--- src/rtl/ddp_hs_pkg.sv ---
// Shared types and defaults for the clocked branch stage and its synchronisers.
package ddp_hs_pkg;

    localparam int unsigned DATA_W_DEF      = 16;
    localparam int unsigned SYNC_STAGES_DEF = 2;
    localparam int unsigned DEST_BIT        = DATA_W_DEF - 1;

    // Input-side handshake FSM
    typedef enum logic [1:0] {
        I_ARM  = 2'd0,
        I_IDLE = 2'd1,
        I_ACK  = 2'd2
    } in_state_t;

    // Output-side handshake FSM
    typedef enum logic [1:0] {
        O_IDLE = 2'd0,
        O_REQ  = 2'd1,
        O_REL  = 2'd2
    } out_state_t;

endpackage

--- src/rtl/cb_branch_hs_sync.sv ---
// Multi-flop synchroniser for one asynchronous handshake wire, cleared by master reset.
module hs_sync #(
    parameter int unsigned STAGES = 2
) (
    input  logic clk,
    input  logic clr,
    input  logic d,
    output logic q
);

    logic [STAGES-1:0] ff;

    // Shift the asynchronous level through the flop chain
    always_ff @(posedge clk or posedge clr) begin
        if (clr) begin
            ff <= '0;
        end else begin
            ff <= {ff[STAGES-2:0], d};
        end
    end

    assign q = ff[STAGES-1];

endmodule

--- src/rtl/cb_branch.sv ---
// Clocked branch stage: takes tokens from a four-phase self-timed source and
// routes each one to channel 0 or 1 by its top bit, with one buffer slot plus
// the output register of storage.
module cb_branch
    import ddp_hs_pkg::*;
#(
    parameter int unsigned DATA_W      = DATA_W_DEF,
    parameter int unsigned SYNC_STAGES = SYNC_STAGES_DEF
) (
    input  logic              CLK,
    input  logic              MR,
    input  logic              Send_in,
    input  logic [DATA_W-1:0] Data_in,
    output logic              Ack_out,
    input  logic              Ga,
    output logic              Send_out0,
    input  logic              Ack_in0,
    output logic              Send_out1,
    input  logic              Ack_in1,
    output logic [DATA_W-1:0] Data_out,
    output logic              CP
);

    localparam int unsigned DST   = DATA_W - 1;
    localparam int unsigned ARM_W = $clog2(SYNC_STAGES + 1);

    logic send_s, ga_s, ack0_s, ack1_s;

    hs_sync #(.STAGES(SYNC_STAGES)) u_sync_send (.clk(CLK), .clr(MR), .d(Send_in), .q(send_s));
    hs_sync #(.STAGES(SYNC_STAGES)) u_sync_ga   (.clk(CLK), .clr(MR), .d(Ga),      .q(ga_s));
    hs_sync #(.STAGES(SYNC_STAGES)) u_sync_ack0 (.clk(CLK), .clr(MR), .d(Ack_in0), .q(ack0_s));
    hs_sync #(.STAGES(SYNC_STAGES)) u_sync_ack1 (.clk(CLK), .clr(MR), .d(Ack_in1), .q(ack1_s));

    in_state_t         in_state, in_next;
    out_state_t        out_state, out_next;
    logic [ARM_W-1:0]  arm_cnt, arm_cnt_next;
    logic [DATA_W-1:0] buf_q;
    logic              buf_full;
    logic              dest_q, dest_next;
    logic              ack_next, cp_next, s0_next, s1_next;
    logic              capture, drain, ack_sel;

    assign ack_sel = dest_q ? ack1_s : ack0_s;

    // State, control and output registers
    always_ff @(posedge CLK or posedge MR) begin
        if (MR) begin
            in_state  <= I_ARM;
            out_state <= O_IDLE;
            arm_cnt   <= '0;
            dest_q    <= 1'b0;
            Ack_out   <= 1'b0;
            CP        <= 1'b0;
            Send_out0 <= 1'b0;
            Send_out1 <= 1'b0;
        end else begin
            in_state  <= in_next;
            out_state <= out_next;
            arm_cnt   <= arm_cnt_next;
            dest_q    <= dest_next;
            Ack_out   <= ack_next;
            CP        <= cp_next;
            Send_out0 <= s0_next;
            Send_out1 <= s1_next;
        end
    end

    // Buffer slot and shared output data register
    always_ff @(posedge CLK or posedge MR) begin
        if (MR) begin
            buf_q    <= '0;
            buf_full <= 1'b0;
            Data_out <= '0;
        end else begin
            if (capture) begin
                buf_q <= Data_in;
            end
            if (capture) begin
                buf_full <= 1'b1;
            end else if (drain) begin
                buf_full <= 1'b0;
            end
            if (drain) begin
                Data_out <= buf_q;
            end
        end
    end

    // Next-state and output decode for both handshake FSMs
    always_comb begin
        in_next      = in_state;
        out_next     = out_state;
        arm_cnt_next = arm_cnt;
        dest_next    = dest_q;
        ack_next     = Ack_out;
        cp_next      = 1'b0;
        s0_next      = Send_out0;
        s1_next      = Send_out1;
        capture      = 1'b0;
        drain        = 1'b0;

        unique case (out_state)
            O_IDLE: begin
                if (buf_full) begin
                    drain     = 1'b1;
                    dest_next = buf_q[DST];
                    s0_next   = !buf_q[DST];
                    s1_next   = buf_q[DST];
                    out_next  = O_REQ;
                end
            end
            O_REQ: begin
                if (ack_sel) begin
                    s0_next  = 1'b0;
                    s1_next  = 1'b0;
                    out_next = O_REL;
                end
            end
            O_REL: begin
                if (!ack_sel) begin
                    out_next = O_IDLE;
                end
            end
            default: out_next = O_IDLE;
        endcase

        unique case (in_state)
            // Synchroniser output is forced low by reset, so only trust it
            // once the chain has refilled with the live Send_in level.
            I_ARM: begin
                if (arm_cnt != ARM_W'(SYNC_STAGES)) begin
                    arm_cnt_next = arm_cnt + ARM_W'(1);
                end else if (!send_s) begin
                    in_next = I_IDLE;
                end
            end
            I_IDLE: begin
                if (send_s && ga_s && (!buf_full || drain)) begin
                    capture  = 1'b1;
                    ack_next = 1'b1;
                    cp_next  = 1'b1;
                    in_next  = I_ACK;
                end
            end
            I_ACK: begin
                if (!send_s) begin
                    ack_next = 1'b0;
                    in_next  = I_IDLE;
                end
            end
            default: in_next = I_ARM;
        endcase
    end

endmodule

--- config.mk ---
export PLATFORM = sky130hd
export DESIGN_NAME = cb_branch
export DESIGN_NICKNAME = d
export VERILOG_FILES = /design/src/rtl/ddp_hs_pkg.sv /design/src/rtl/cb_branch_hs_sync.sv /design/src/rtl/cb_branch.sv
export SDC_FILE = /design/constraint.sdc
export NUM_CORES = 1
export LEC_CHECK = 0
export ABC_AREA = 1
export CAP_MARGIN = 20
export CELL_PAD_IN_SITES_DETAIL_PLACEMENT = 1
export CELL_PAD_IN_SITES_GLOBAL_PLACEMENT = 2
export CORE_MARGIN = 2
export CORE_UTILIZATION = 35
export CTS_BUF_LIST = sky130_fd_sc_hd__clkbuf_8
export CTS_CLUSTER_SIZE = 12
export DETAILED_ROUTE_END_ITERATION = 7
export PLACE_DENSITY = 0.88
export SETUP_SLACK_MARGIN = 0.1
export SLEW_MARGIN = 10
export SYNTH_ARGS = -nofsm -noshare
export SYNTH_HDL_FRONTEND = slang
export SYNTH_SLANG_ARGS = --single-unit
--- constraint.sdc ---
create_clock -name CLK -period 2.8 [get_ports CLK]
set_clock_uncertainty 0.15 [all_clocks]
set_input_delay 0.7 -clock CLK [delete_from_list [all_inputs] [get_ports CLK]]
set_output_delay 0.7 -clock CLK [all_outputs]
set_load 0.02 [all_outputs]
# Yosys cells after proc, flatten, opt, wreduce, memory -nomap -nowiden

Cells that the tools add are included.

Register bits after elaboration: 52
Output and inout port bits: 20

Add/subtract/negate cells: 1
Eq/ne operators: 11
Multiplexer cells: 23
Reduce and logical (&&, ||, !) cells: 16

Operators by type and width:

| kind                | count |
|---|---|
| $ne 2x2->1 const B  | 7 |
| $mux 1              | 12 |
| $mux 2              | 6 |
| $pmux 2 s3          | 2 |
| $reduce_and 3->1    | 3 |
| $pmux 1 s2          | 3 |
| $reduce_and 2->1    | 3 |
| $reduce_bool 2->1   | 3 |
| $eq 2x1->1 const B  | 2 |
| $eq 2x2->1 const B  | 2 |
| $logic_not 2->1     | 2 |
| $add 2x1->2 const B | 1 |
| $logic_and 1x1->1   | 2 |
| $logic_not 1->1     | 2 |
| $logic_or 1x1->1    | 1 |

# Longest topological paths before layout

Depth after elaboration: 7
Mapped depth: 6
Gate-level depth less buffers: 6

# By module

From an unflattened synthesis, not the netlist that was laid out.

Cell total of the unflattened synthesis: 206
Area, all modules: 1996.9 µm²

Modules (own cells, without submodules):

| module    | times used | cells an instance | area each (µm²) | sequential area each (µm²) |
|---|---|---|---|---|
| cb_branch | 1          | 194               | 1781.7          | 1076.0 |
| hs_sync   | 4          | 3                 | 53.8            | 50.0 |

# Worst setup path after synthesis

Ideal clock, no wire load.

Path type: reg-to-output
Start: register, netlist name dest_q
End: output port Data_out[15]
Arrival: 517 ps
Required time: 1950 ps
Slack: 1433 ps
Cell stages (with the launch flop): 2
Cells stage by stage: dfrtp_1 > buf_4

RTL lines:

| what      | line            | text |
|---|---|---|
| to (decl) | cb_branch.sv:20 | `output logic [DATA_W-1:0] Data_out,` |

==> reports/metrics.yaml <==
run_status:
  status: "complete, no violations"
grt:
  grt_max_degree: 29
  track_usage_pct: 15.6
  grt_pass1_vias: 1543
  gr-total-overflow: 0
  grt_pass1_wl_um: 7470
  antenna_found_initial: 0
worst_setup_path:
  r2r-start: "out_state[1]$_DFFE_PP0P_"
  reg2reg_to: "buf_q[3]$_DFFE_PP0P_"
  cp.arrival_ps: 1300
  critPathMaxFanout: 3
  critPathSlowestCell: "clkdlybuf4s50_1"
  cp-end-kind: "output port"
  rr_worst_depth: 4
  cpPeakStageDelay_ps: 620
  cp-start-kind: "register"
  cpLargestDelayFamily: "buffers and inverters"
  cp-startpoint: "dest_q$_DFFE_PP0P_"
  path_buf_inv: 1
  worst-r2r-setup-slack_ps: 790
  path_class: "reg2out"
  worstPathRequired_ps: 1950
  path_cells: "clkdlybuf4s50_1"
run:
  cap_violations: 0
sta:
  setup_ws_ps: 652
  rsz0062_at_grt: "no"
  period_minus_slack_ps: 2150
  worstMarginPinSlew_ps: 545
  slew_headroom_pct: 63.6
  timing.final.hold_violations: 0
  finalCritPeriodShare_pct: 76.7
  finalMaxSlewViolations: 0
  tns_ps: 0
  setup_viol: 0
  hold_slack_ps: 205
  max_clock_freq_mhz: 466
synth:
  synth_seq_cells: 51
  synthTopCellsByCount: "85 x nand2_1, 51 x dfrtp_1, 17 x nand4_1"
  syn-instance-count: 202
  yosys.area.top_type: "dfrtp_1"
  syn_area_per_cell_um2: 9.93
  netlist_area_um2: 2010
  ys_types: 19
  synth_ff_type: "dfrtp_1"
  syn_nets: 225
  synth_edf_count: 0
  async_flop_share_pct: 100
  yosysSeqAreaShare_pct: 63.6
  synth_most_common_cell: "nand2_1"
  synth_area_leaders: "dfrtp_1 64%, nand2_1 16%, nand4_1 5.3%"
  yosys_warnings: 0
  netlist.area_leader.share_pct: 63.6
layout:
  drive_gt1_share_pct: 10.3
  final_cells: 315
  n_antenna_cell: 0
  finish.net_count: 266
  syn_to_final_growth_pct: 27.6
  final_area_um2: 2560
  fill_cells: 645
clock_network:
  clock_latency_ps: 300
  cts-resized-gates: 0
  cts_max_level: 2
  cts_hold_buffers: 0
  clk_pin_slew_ps: 90
  postCtsSetupRepairBufs: 0
  numCtsBuffers: 5
  root_buffer: "clkbuf_8"
  clk_path_buf_depth: 2
  clock_sinks: 51
  cts_tree: "done"
die:
  io_pins: 42
  die_x_um: 79.7
  die-area_um2: 6350
  core_area_um2: 5510
  row_count: 27
  dieHeight_um: 79.7
  start_util_pct: 36.4
place:
  gp_congestion: 0.754
  port-buffer-count: 41
  dp_cells: 308
  hpwl_um: 2890
  pre_cts_ws_ps: 807
  place_area_um2: 2460
hold_path:
  whs_path_depth: 0
  hold_end: "u_sync_send.ff[1]$_DFF_PP0_"
  hold_start: "u_sync_send.ff[0]$_DFF_PP0_"
  hold_path.class: "reg2reg"
power_and_ir_drop:
  pwr_density_cell_nw_per_um2: 1030
  leakage_nw: 1.27
  ir_drop_mv: 0.433
detailed_routing:
  wl_per_cell_um: 13.6
  drc: 0
  ant_nets: 0
  drt-total-wl_um: 4280
  drt_first_iter_violations: 54
  vias: 1452
  dr.pass1.iters: 4
  vias_per_cell: 4.61
per-stage QoR:
stage / util (%) / power, mW
floorplan: - / 1.80
global placement: 44.6 / 2.15
detailed placement: 44.6 / 2.18
CTS: 46.5 / 2.68
global route: 46.5 / 2.85
finish: 46.5 / 2.64
layout by cell type (no fill, tap or decap), drive strengths merged:
cell           Yosys  final
xor2               1      1
o21ai              6      6
nor3               1      1
nand3              4      4
nor2               4      4
clkbuf             0      5
nand2             96     96
inv               13     14
clkdlybuf4s50      0     41
buf                8      1
ha                 1      1
dfrtp             51     51
nand4             17     17
bufinv             0      1
worst max path at each step:
stage / to / slack, ps / cells after the start
4_1_cts: Data_out[15] / 640 / 1
6_report: Data_out[15] / 650 / 1
5_1_grt: Data_out[15] / 610 / 1
3_3_place_gp: buf_q[8]$_DFFE_PP0P_ / 900 / 4
2_1_floorplan: Ack_out$_DFFE_PP0P_ / 720 / 1
3_5_place_dp: buf_q[8]$_DFFE_PP0P_ / 810 / 4
cell type report:
type	instances	area [um^2]	share of cell area [%]
flip-flops and latches	51	1280	49.9
repair buffers	42	430	16.8
inverters	13	51.3	2.00
multi-input cells	130	609	23.8
clock inverters	2	33.8	1.32
well taps	72	90.1	3.52
clock buffers	5	68.8	2.69
per-layer routing:
metal	track usage [%]	part of all wire (%)	up-vias
met1	20.8	49	705
met4	5.17	1.5	0
met5	0	0	-
li1	-	-	716
met2	24.8	46	25
met3	3.85	3.4	6
cells by family (layout without fill, tap and decap cells):
group                      count (synthesis)  count (layout)  share of synthesized area, %
AOI/OAI and AO/OA                          6               6                          2.06
buffers and inverters                     21              62                          5.99
xor gates and xnor gates                   1               1                         0.437
and+or+nand+nor                          122             122                          27.3
adders and majority gates                  1               1                         0.624
DFF                                       51              51                          63.6
sequential cells by signal (all words and copies together) (netlist names):
signal          cells
buf_full            1
u_sync_ack0.ff      2
Send_out1           1
out_state           2
Ack_out             1
u_sync_ga.ff        2
u_sync_ack1.ff      2
Send_out0           1
buf_q              16
CP                  1
u_sync_send.ff      2
in_state            2
Data_out           15
dest_q              1
arm_cnt             2
power by group:
part | internal (mW) | switching, mW | leakage (nW) | total, mW
Clock | 0.259 | 0.236 | 0.0554 | 0.495
Combinational | 0.405 | 0.558 | 0.586 | 0.963
Sequential | 1.01 | 0.179 | 0.628 | 1.19
Total | 1.67 | 0.974 | 1.27 | 2.64
Power figures use the tool's default switching activity.
